--- src/rtl/spi_arb_master.sv ---
// spi_arb_master: shares one mode-0 SPI path between M_COUNT requesters.
// Requests are arbitrated, framed with CS guard time, and the captured MISO word
// is returned to the granted port.
// Optional build macro SPI_ARB_FIXED_PRIO_EN: lowest-index valid port always wins
// and no round-robin pointer exists; otherwise round-robin arbitration is used.
module spi_arb_master #(
  parameter int M_COUNT  = 5,
  parameter int DATA_W   = 32,
  parameter int LEN_W    = 6,
  parameter int CLK_DIV  = 4,
  parameter int CS_GUARD = 2
) (
  input  logic                      clk,
  input  logic                      rst,
  input  logic [M_COUNT-1:0]        req_valid,
  output logic [M_COUNT-1:0]        req_ready,
  input  logic [M_COUNT*DATA_W-1:0] req_data,
  input  logic [M_COUNT*LEN_W-1:0]  req_len,
  output logic                      rsp_valid,
  output logic [2:0]                rsp_port,
  output logic [DATA_W-1:0]         rsp_data,
  output logic                      rsp_err,
  output logic                      busy,
  output logic [2:0]                mux_spi,
  output logic                      spi_sck,
  output logic                      spi_cs,
  output logic                      spi_mosi,
  input  logic                      spi_miso
);

  localparam int CNT_W = 16;
  localparam logic [CNT_W-1:0]   DIV_LAST   = CNT_W'(CLK_DIV - 1);
  localparam logic [CNT_W-1:0]   GUARD_LAST = CNT_W'(CS_GUARD - 1);
  localparam logic [LEN_W:0]     MAX_LEN    = (LEN_W+1)'(DATA_W);
  localparam logic [M_COUNT-1:0] PORT0      = M_COUNT'(1);

  typedef enum logic [2:0] {
    S_IDLE,
    S_ARB,
    S_SETUP,
    S_LEAD,
    S_SHIFT_LO,
    S_SHIFT_HI,
    S_TRAIL,
    S_GAP
  } state_t;

  state_t              state_q, state_d;
  logic [CNT_W-1:0]    cnt_q, cnt_d;
  logic [LEN_W-1:0]    bits_q, bits_d;
  logic [DATA_W-1:0]   shift_q, shift_d;
  logic [DATA_W-1:0]   cap_q, cap_d;
  logic [DATA_W-1:0]   rsp_data_q, rsp_data_d;
  logic [2:0]          idx_q, idx_d;
  logic [2:0]          mux_q, mux_d;
  logic [2:0]          rsp_port_q, rsp_port_d;
  logic                rsp_valid_q, rsp_valid_d;
  logic                rsp_err_q, rsp_err_d;

  logic                win_found;
  logic [2:0]          win_idx;
  logic [DATA_W-1:0]   win_data;
  logic [LEN_W-1:0]    win_len;
  logic                win_len_ok;
  logic                div_end;
  logic                guard_end;
  logic                cs_low;

`ifndef SPI_ARB_FIXED_PRIO_EN
  logic [2:0]          last_q, last_d;
`endif

  // Pick the winning port among the currently valid requests
  always_comb begin
    win_found = 1'b0;
    win_idx   = '0;
`ifdef SPI_ARB_FIXED_PRIO_EN
    for (int p = M_COUNT - 1; p >= 0; p--) begin
      if (req_valid[p]) begin
        win_found = 1'b1;
        win_idx   = 3'(p);
      end
    end
`else
    for (int p = 0; p < M_COUNT; p++) begin
      if (!win_found && req_valid[p] && (3'(p) > last_q)) begin
        win_found = 1'b1;
        win_idx   = 3'(p);
      end
    end
    for (int p = 0; p < M_COUNT; p++) begin
      if (!win_found && req_valid[p] && (3'(p) <= last_q)) begin
        win_found = 1'b1;
        win_idx   = 3'(p);
      end
    end
`endif
  end

  // Route the winner's data word and length out of the flattened request buses
  always_comb begin
    win_data = '0;
    win_len  = '0;
    for (int p = 0; p < M_COUNT; p++) begin
      if (3'(p) == win_idx) begin
        win_data = req_data[p*DATA_W +: DATA_W];
        win_len  = req_len[p*LEN_W +: LEN_W];
      end
    end
  end

  assign win_len_ok = (win_len != '0) && ({1'b0, win_len} <= MAX_LEN);
  assign div_end    = (cnt_q == DIV_LAST);
  assign guard_end  = (cnt_q == GUARD_LAST);
  assign cs_low     = (state_q == S_LEAD) || (state_q == S_SHIFT_HI) ||
                      (state_q == S_SHIFT_LO) || (state_q == S_TRAIL);

  assign req_ready = (state_q == S_ARB && win_found) ? (PORT0 << win_idx) : '0;
  assign busy      = (state_q == S_ARB) ? win_found : (state_q != S_IDLE);
  assign spi_cs    = ~cs_low;
  assign spi_sck   = (state_q == S_SHIFT_HI);
  assign spi_mosi  = cs_low & shift_q[DATA_W-1];
  assign mux_spi   = mux_q;
  assign rsp_valid = rsp_valid_q;
  assign rsp_err   = rsp_err_q;
  assign rsp_port  = rsp_port_q;
  assign rsp_data  = rsp_data_q;

  // Next-state logic: arbitration, frame phase sequencing, shift and capture
  always_comb begin
    state_d     = state_q;
    cnt_d       = cnt_q + CNT_W'(1);
    bits_d      = bits_q;
    shift_d     = shift_q;
    cap_d       = cap_q;
    idx_d       = idx_q;
    mux_d       = mux_q;
    rsp_valid_d = 1'b0;
    rsp_err_d   = 1'b0;
    rsp_port_d  = rsp_port_q;
    rsp_data_d  = rsp_data_q;
`ifndef SPI_ARB_FIXED_PRIO_EN
    last_d      = last_q;
`endif
    case (state_q)
      S_IDLE: begin
        cnt_d = '0;
        if (|req_valid) state_d = S_ARB;
      end
      S_ARB: begin
        cnt_d = '0;
        if (!win_found) begin
          state_d = S_IDLE;
        end else begin
          idx_d = win_idx;
`ifndef SPI_ARB_FIXED_PRIO_EN
          last_d = win_idx;
`endif
          if (win_len_ok) begin
            shift_d = win_data;
            bits_d  = win_len;
            cap_d   = '0;
            mux_d   = win_idx;
            state_d = S_SETUP;
          end else begin
            rsp_valid_d = 1'b1;
            rsp_err_d   = 1'b1;
            rsp_port_d  = win_idx;
            rsp_data_d  = '0;
            state_d     = S_IDLE;
          end
        end
      end
      S_SETUP: begin
        if (guard_end) begin
          cnt_d   = '0;
          state_d = S_LEAD;
        end
      end
      S_LEAD: begin
        if (div_end) begin
          cnt_d   = '0;
          state_d = S_SHIFT_HI;
        end
      end
      S_SHIFT_HI: begin
        if (cnt_q == '0) cap_d = {cap_q[DATA_W-2:0], spi_miso};
        if (div_end) begin
          cnt_d = '0;
          if (bits_q == LEN_W'(1)) begin
            state_d = S_TRAIL;
          end else begin
            bits_d  = bits_q - LEN_W'(1);
            shift_d = {shift_q[DATA_W-2:0], 1'b0};
            state_d = S_SHIFT_LO;
          end
        end
      end
      S_SHIFT_LO: begin
        if (div_end) begin
          cnt_d   = '0;
          state_d = S_SHIFT_HI;
        end
      end
      S_TRAIL: begin
        if (div_end) begin
          cnt_d       = '0;
          rsp_valid_d = 1'b1;
          rsp_port_d  = idx_q;
          rsp_data_d  = cap_q;
          state_d     = S_GAP;
        end
      end
      S_GAP: begin
        if (guard_end) begin
          cnt_d   = '0;
          state_d = S_IDLE;
        end
      end
      default: begin
        cnt_d   = '0;
        state_d = S_IDLE;
      end
    endcase
  end

  // State and datapath registers with synchronous reset
  always_ff @(posedge clk) begin
    if (rst) begin
      state_q     <= S_IDLE;
      cnt_q       <= '0;
      bits_q      <= '0;
      shift_q     <= '0;
      cap_q       <= '0;
      idx_q       <= '0;
      mux_q       <= '0;
      rsp_valid_q <= 1'b0;
      rsp_err_q   <= 1'b0;
      rsp_port_q  <= '0;
      rsp_data_q  <= '0;
`ifndef SPI_ARB_FIXED_PRIO_EN
      last_q      <= 3'(M_COUNT - 1);
`endif
    end else begin
      state_q     <= state_d;
      cnt_q       <= cnt_d;
      bits_q      <= bits_d;
      shift_q     <= shift_d;
      cap_q       <= cap_d;
      idx_q       <= idx_d;
      mux_q       <= mux_d;
      rsp_valid_q <= rsp_valid_d;
      rsp_err_q   <= rsp_err_d;
      rsp_port_q  <= rsp_port_d;
      rsp_data_q  <= rsp_data_d;
`ifndef SPI_ARB_FIXED_PRIO_EN
      last_q      <= last_d;
`endif
    end
  end

endmodule

--- config.mk ---
export PLATFORM = sky130hd
export DESIGN_NAME = spi_arb_master
export DESIGN_NICKNAME = d
export VERILOG_FILES = /design/src/rtl/spi_arb_master.sv
export SDC_FILE = /design/constraint.sdc
export NUM_CORES = 1
export LEC_CHECK = 0
export ABC_AREA = 1
export CELL_PAD_IN_SITES_DETAIL_PLACEMENT = 1
export CELL_PAD_IN_SITES_GLOBAL_PLACEMENT = 1
export CORE_MARGIN = 10
export CORE_UTILIZATION = 29
export DETAILED_ROUTE_END_ITERATION = 8
export GPL_TIMING_DRIVEN = 1
export PLACE_DENSITY_LB_ADDON = 0.1
export SLEW_MARGIN = 10
export SYNTH_ARGS = -nofsm -noshare
export SYNTH_HDL_FRONTEND = slang
export SYNTH_SLANG_ARGS = --single-unit
--- constraint.sdc ---
create_clock -name clk -period 2.5 [get_ports clk]
set_clock_uncertainty 0.05 [all_clocks]
set_input_delay 0.5 -clock clk [delete_from_list [all_inputs] [get_ports clk]]
set_output_delay 0.5 -clock clk [all_outputs]
set_load 0.01 [all_outputs]
==> flow_metrics.env <==
export IMPL_status="complete, but fails checks"
export IMPL_violations="setup timing"
export IMPL_firstDrtPassIters=4
export IMPL_rsz0062_at_grt="true"
export IMPL_grt_util_all_layers_pct=20.51
export IMPL_crit_buf_inv=4
export IMPL_cts_sinks=133
export IMPL_area_growth_pct=69.99
export IMPL_grt_max_degree=55
export IMPL_hold_buffers=0
export IMPL_dieHeight_um=184.0
export IMPL_drv_cap=0
export IMPL_final_area_mm2=0.01326
export IMPL_syn_area_mm2=0.007797
export IMPL_synth_area_leaders="dfxtp_1 34%, nand2_1 17%, nor2_1 9.2%"
export IMPL_clock_latency_ns=0.42
export IMPL_hold_end="mux_spi[1]"
export IMPL_async_flop_share_pct=0
export IMPL_postLayoutCoreUtil_pct=50.44
export IMPL_synth_top_area_share_pct=34.15
export IMPL_r2r_start="idx_q[1]"
export IMPL_hold_path_depth=2
export IMPL_fin_nets=1797
export IMPL_post_drt_wl_per_cell_um=19.17
export IMPL_drc=0
export IMPL_grt_pass1_wl_mm=55.52
export IMPL_max_stage_delay_ns=0.38
export IMPL_path_cells="nand2_4 -> nand3_4 -> nand3_4 -> nor2_4 -> nand4_1 -> nor2_2 -> nor2_4 -> buf_6 -> buf_6 -> nand3_2 -> and2_1 -> nand4_1 -> nor2_2 -> nand3_2 -> nand3_4 -> buf_4 -> buf_12 -> nand4_1 -> nand2_1 -> nor2_1"
export IMPL_yosys_warnings=0
export IMPL_finalCritPeriodShare_pct=116.6
export IMPL_cts_tree="done"
export IMPL_power_density_mw_per_mm2=1180
export IMPL_cts_root_buffer="clkbuf_16"
export IMPL_core_mm2=0.02628
export IMPL_ys_seq_area_share_pct=34.15
export IMPL_irDropWorstVdd_mv=0.5948
export IMPL_routed_wl_mm=37.24
export IMPL_rr_endpoint="shift_q[17]"
export IMPL_fillCellCount=3271
export IMPL_cp_required_ns=2.73
export IMPL_path_depth=20
export IMPL_critPathTopFamily="simple AND/OR/NAND/NOR gates"
export IMPL_reg2reg_setup_slack_ns=-0.41
export IMPL_hold_violations=0
export IMPL_crit_path_start_kind="flop"
export IMPL_slew_viol_final=0
export IMPL_dpl_cell_area_mm2=0.01123
export IMPL_ios=247
export IMPL_dr_wl_met3_mm=2.708
export IMPL_cts_max_path_buffers=2
export IMPL_hold_ws_ns=0.4180
export IMPL_power_leakage_nw=5.607
export IMPL_via_per_inst=4.933
export IMPL_arrival_ns=3.14
export IMPL_highest_layer="met5"
export IMPL_drive_gt1_share_pct=24.14
export IMPL_avgSynthCellArea_um2=6.097
export IMPL_hold_class="reg2reg"
export IMPL_gp_congestion=0.8785
export IMPL_finalWorstSetupSlack_ns=-0.4148
export IMPL_multi_input_area_mm2=0.005087
export IMPL_initial_utilization_pct=29.67
export IMPL_met2WireLength_mm=18.30
export IMPL_portBuffers=246
export IMPL_vias=9584
export IMPL_die_area_mm2=0.03385
export IMPL_r2r_cells=20
export IMPL_finalCriticalPeriod_ns=2.915
export IMPL_die_w_um=184.0
export IMPL_finalSetupViolations=116
export IMPL_drtIter0Drc=458
export IMPL_yosysTopAreaCell="dfxtp_1"
export IMPL_final_setup_tns_ns=-39.63
export IMPL_overflow=0
export IMPL_slowest_stage="dfxtp_4"
export IMPL_ant_nets=0
export IMPL_layout_common_cells="302 x nand2_1, 232 x clkdlybuf4s50_1, 161 x nor2_1, 130 x dfxtp_1, 115 x inv_1"
export IMPL_grt_antenna_before_repair=3
export IMPL_crit_fanout=15
export IMPL_path_clk_slew_ns=0.06
export IMPL_htree_levels=4
export IMPL_tightest_slew_ns=0.8588
export IMPL_layout_commonest_cell="nand2_1"
export IMPL_slew_headroom_pct=42.75
export IMPL_synth_ff_type="dfxtp_1"
export IMPL_seqCellArea_mm2=0.002671
export IMPL_hpwlAfterDp_mm=25.58
export IMPL_cts_buffers=17
export IMPL_rows=59
export IMPL_max_clock_freq_ghz=0.3431
export IMPL_hold_start="mux_spi[1]"
export IMPL_synthCells=1279
export IMPL_synth_edf_count=0
export IMPL_synth_cell_types=41
export IMPL_synth_fp_nets=1482
export IMPL_critPathKind="reg2reg"
export IMPL_crit_path_end_kind="flop"
export IMPL_grt_pass1_vias=9816
export IMPL_ys_ff_latch=133
export IMPL_wl_met1_mm=15.77
==> worst register-to-register path, delay by kind of cell (launching register included) <==
| kind | cells | cell delay, ns |
|---|---|---|
| buffers and inverters | 4 | 0.58 |
| DFF | 1 | 0.38 |
| and+or+nand+nor | 16 | 1.75 |
==> kinds of logic after synthesis <==
group,after synthesis,synth area share (%)
simple gates,766,42.96
fa+ha+maj,5,0.8023
flops,133,34.15
compound gates,137,9.355
buf+inv,228,11.62
xor+xnor,10,1.123
==> layer usage <==
layer | track usage, % | up-vias
met5 | 0 | -
met4 | 3.638 | 4
met3 | 6.126 | 33
met2 | 35.92 | 248
met1 | 24.36 | 4568
li1 | - | 4731
==> Yosys cell counts, types with 4 or more instances <==
| cell type | instances |
|---|---|
| buf_2 | 16 |
| nand3_1 | 108 |
| nor2_1 | 191 |
| o21ai_0 | 50 |
| clkbuf_1 | 49 |
| nand2_1 | 363 |
| nand3_4 | 4 |
| inv_1 | 122 |
| a21oi_1 | 73 |
| nor3_1 | 7 |
| ha_1 | 5 |
| nand4_1 | 76 |
| buf_1 | 9 |
| inv_2 | 25 |
| xnor2_1 | 5 |
| xor2_1 | 5 |
| dfxtp_1 | 133 |
==> what timing repair did <==
action	4_1_cts	5_1_grt
endpoints found under the setup margin	120	120
gates cloned	7	9
gates resized for setup	139	145
pin swaps	23	58
buffers inserted	22	8
==> per-stage QoR <==
stage / total power, mW / setup WS (ns) / cells
2_1_floorplan: 7.760 / -0.01056 / 1279
3_3_place_gp: 10.58 / -0.7795 / 1867
3_5_place_dp: 10.74 / -0.9220 / 1867
4_1_cts: 14.60 / -0.3580 / 1926
5_1_grt: 16.88 / -0.6021 / 1942
6_report: 15.64 / -0.4148 / 1943
==> power breakdown <==
part / total [mW] / internal (mW) / switching, mW
clock network: 2.43 / 1.41 / 1.03
logic: 10.2 / 4.49 / 5.69
registers: 3.02 / 2.68 / 0.344
total: 15.6 / 8.57 / 7.06
==> worst max-delay path by stage <==
stage	startpoint	endpoint	slack [ns]
6_report	idx_q[1]	shift_q[17]	-0.41
3_3_place_gp	req_valid[1]	shift_q[16]	-0.78
2_1_floorplan	req_valid[1]	shift_q[31]	-0.01
4_1_cts	idx_q[1]	shift_q[25]	-0.36
3_5_place_dp	req_valid[1]	shift_q[28]	-0.92
5_1_grt	idx_q[1]	cap_q[7]	-0.60
==> sequential cells by signal, indices dropped and copies added (netlist names) <==
register,cells
idx_q,3
rsp_err,1
rsp_data,32
bits_q,6
rsp_valid,1
cap_q,32
rsp_port,3
shift_q,32
last_q,1
state_q,3
mux_spi,3
cnt_q,16
==> area by class of cell <==
| cell class | instances | area share, % |
|---|---|---|
| diodes | 1 | 0.01888 |
| clock buffers | 19 | 3.342 |
| clock inverters | 13 | 0.9251 |
| inverters | 149 | 4.361 |
| multi-input cells | 918 | 38.38 |
| flip-flops and latches | 133 | 20.15 |
| well taps | 335 | 3.162 |
| repair buffers | 375 | 29.66 |
Note: power is estimated with default switching activity, not from simulation.
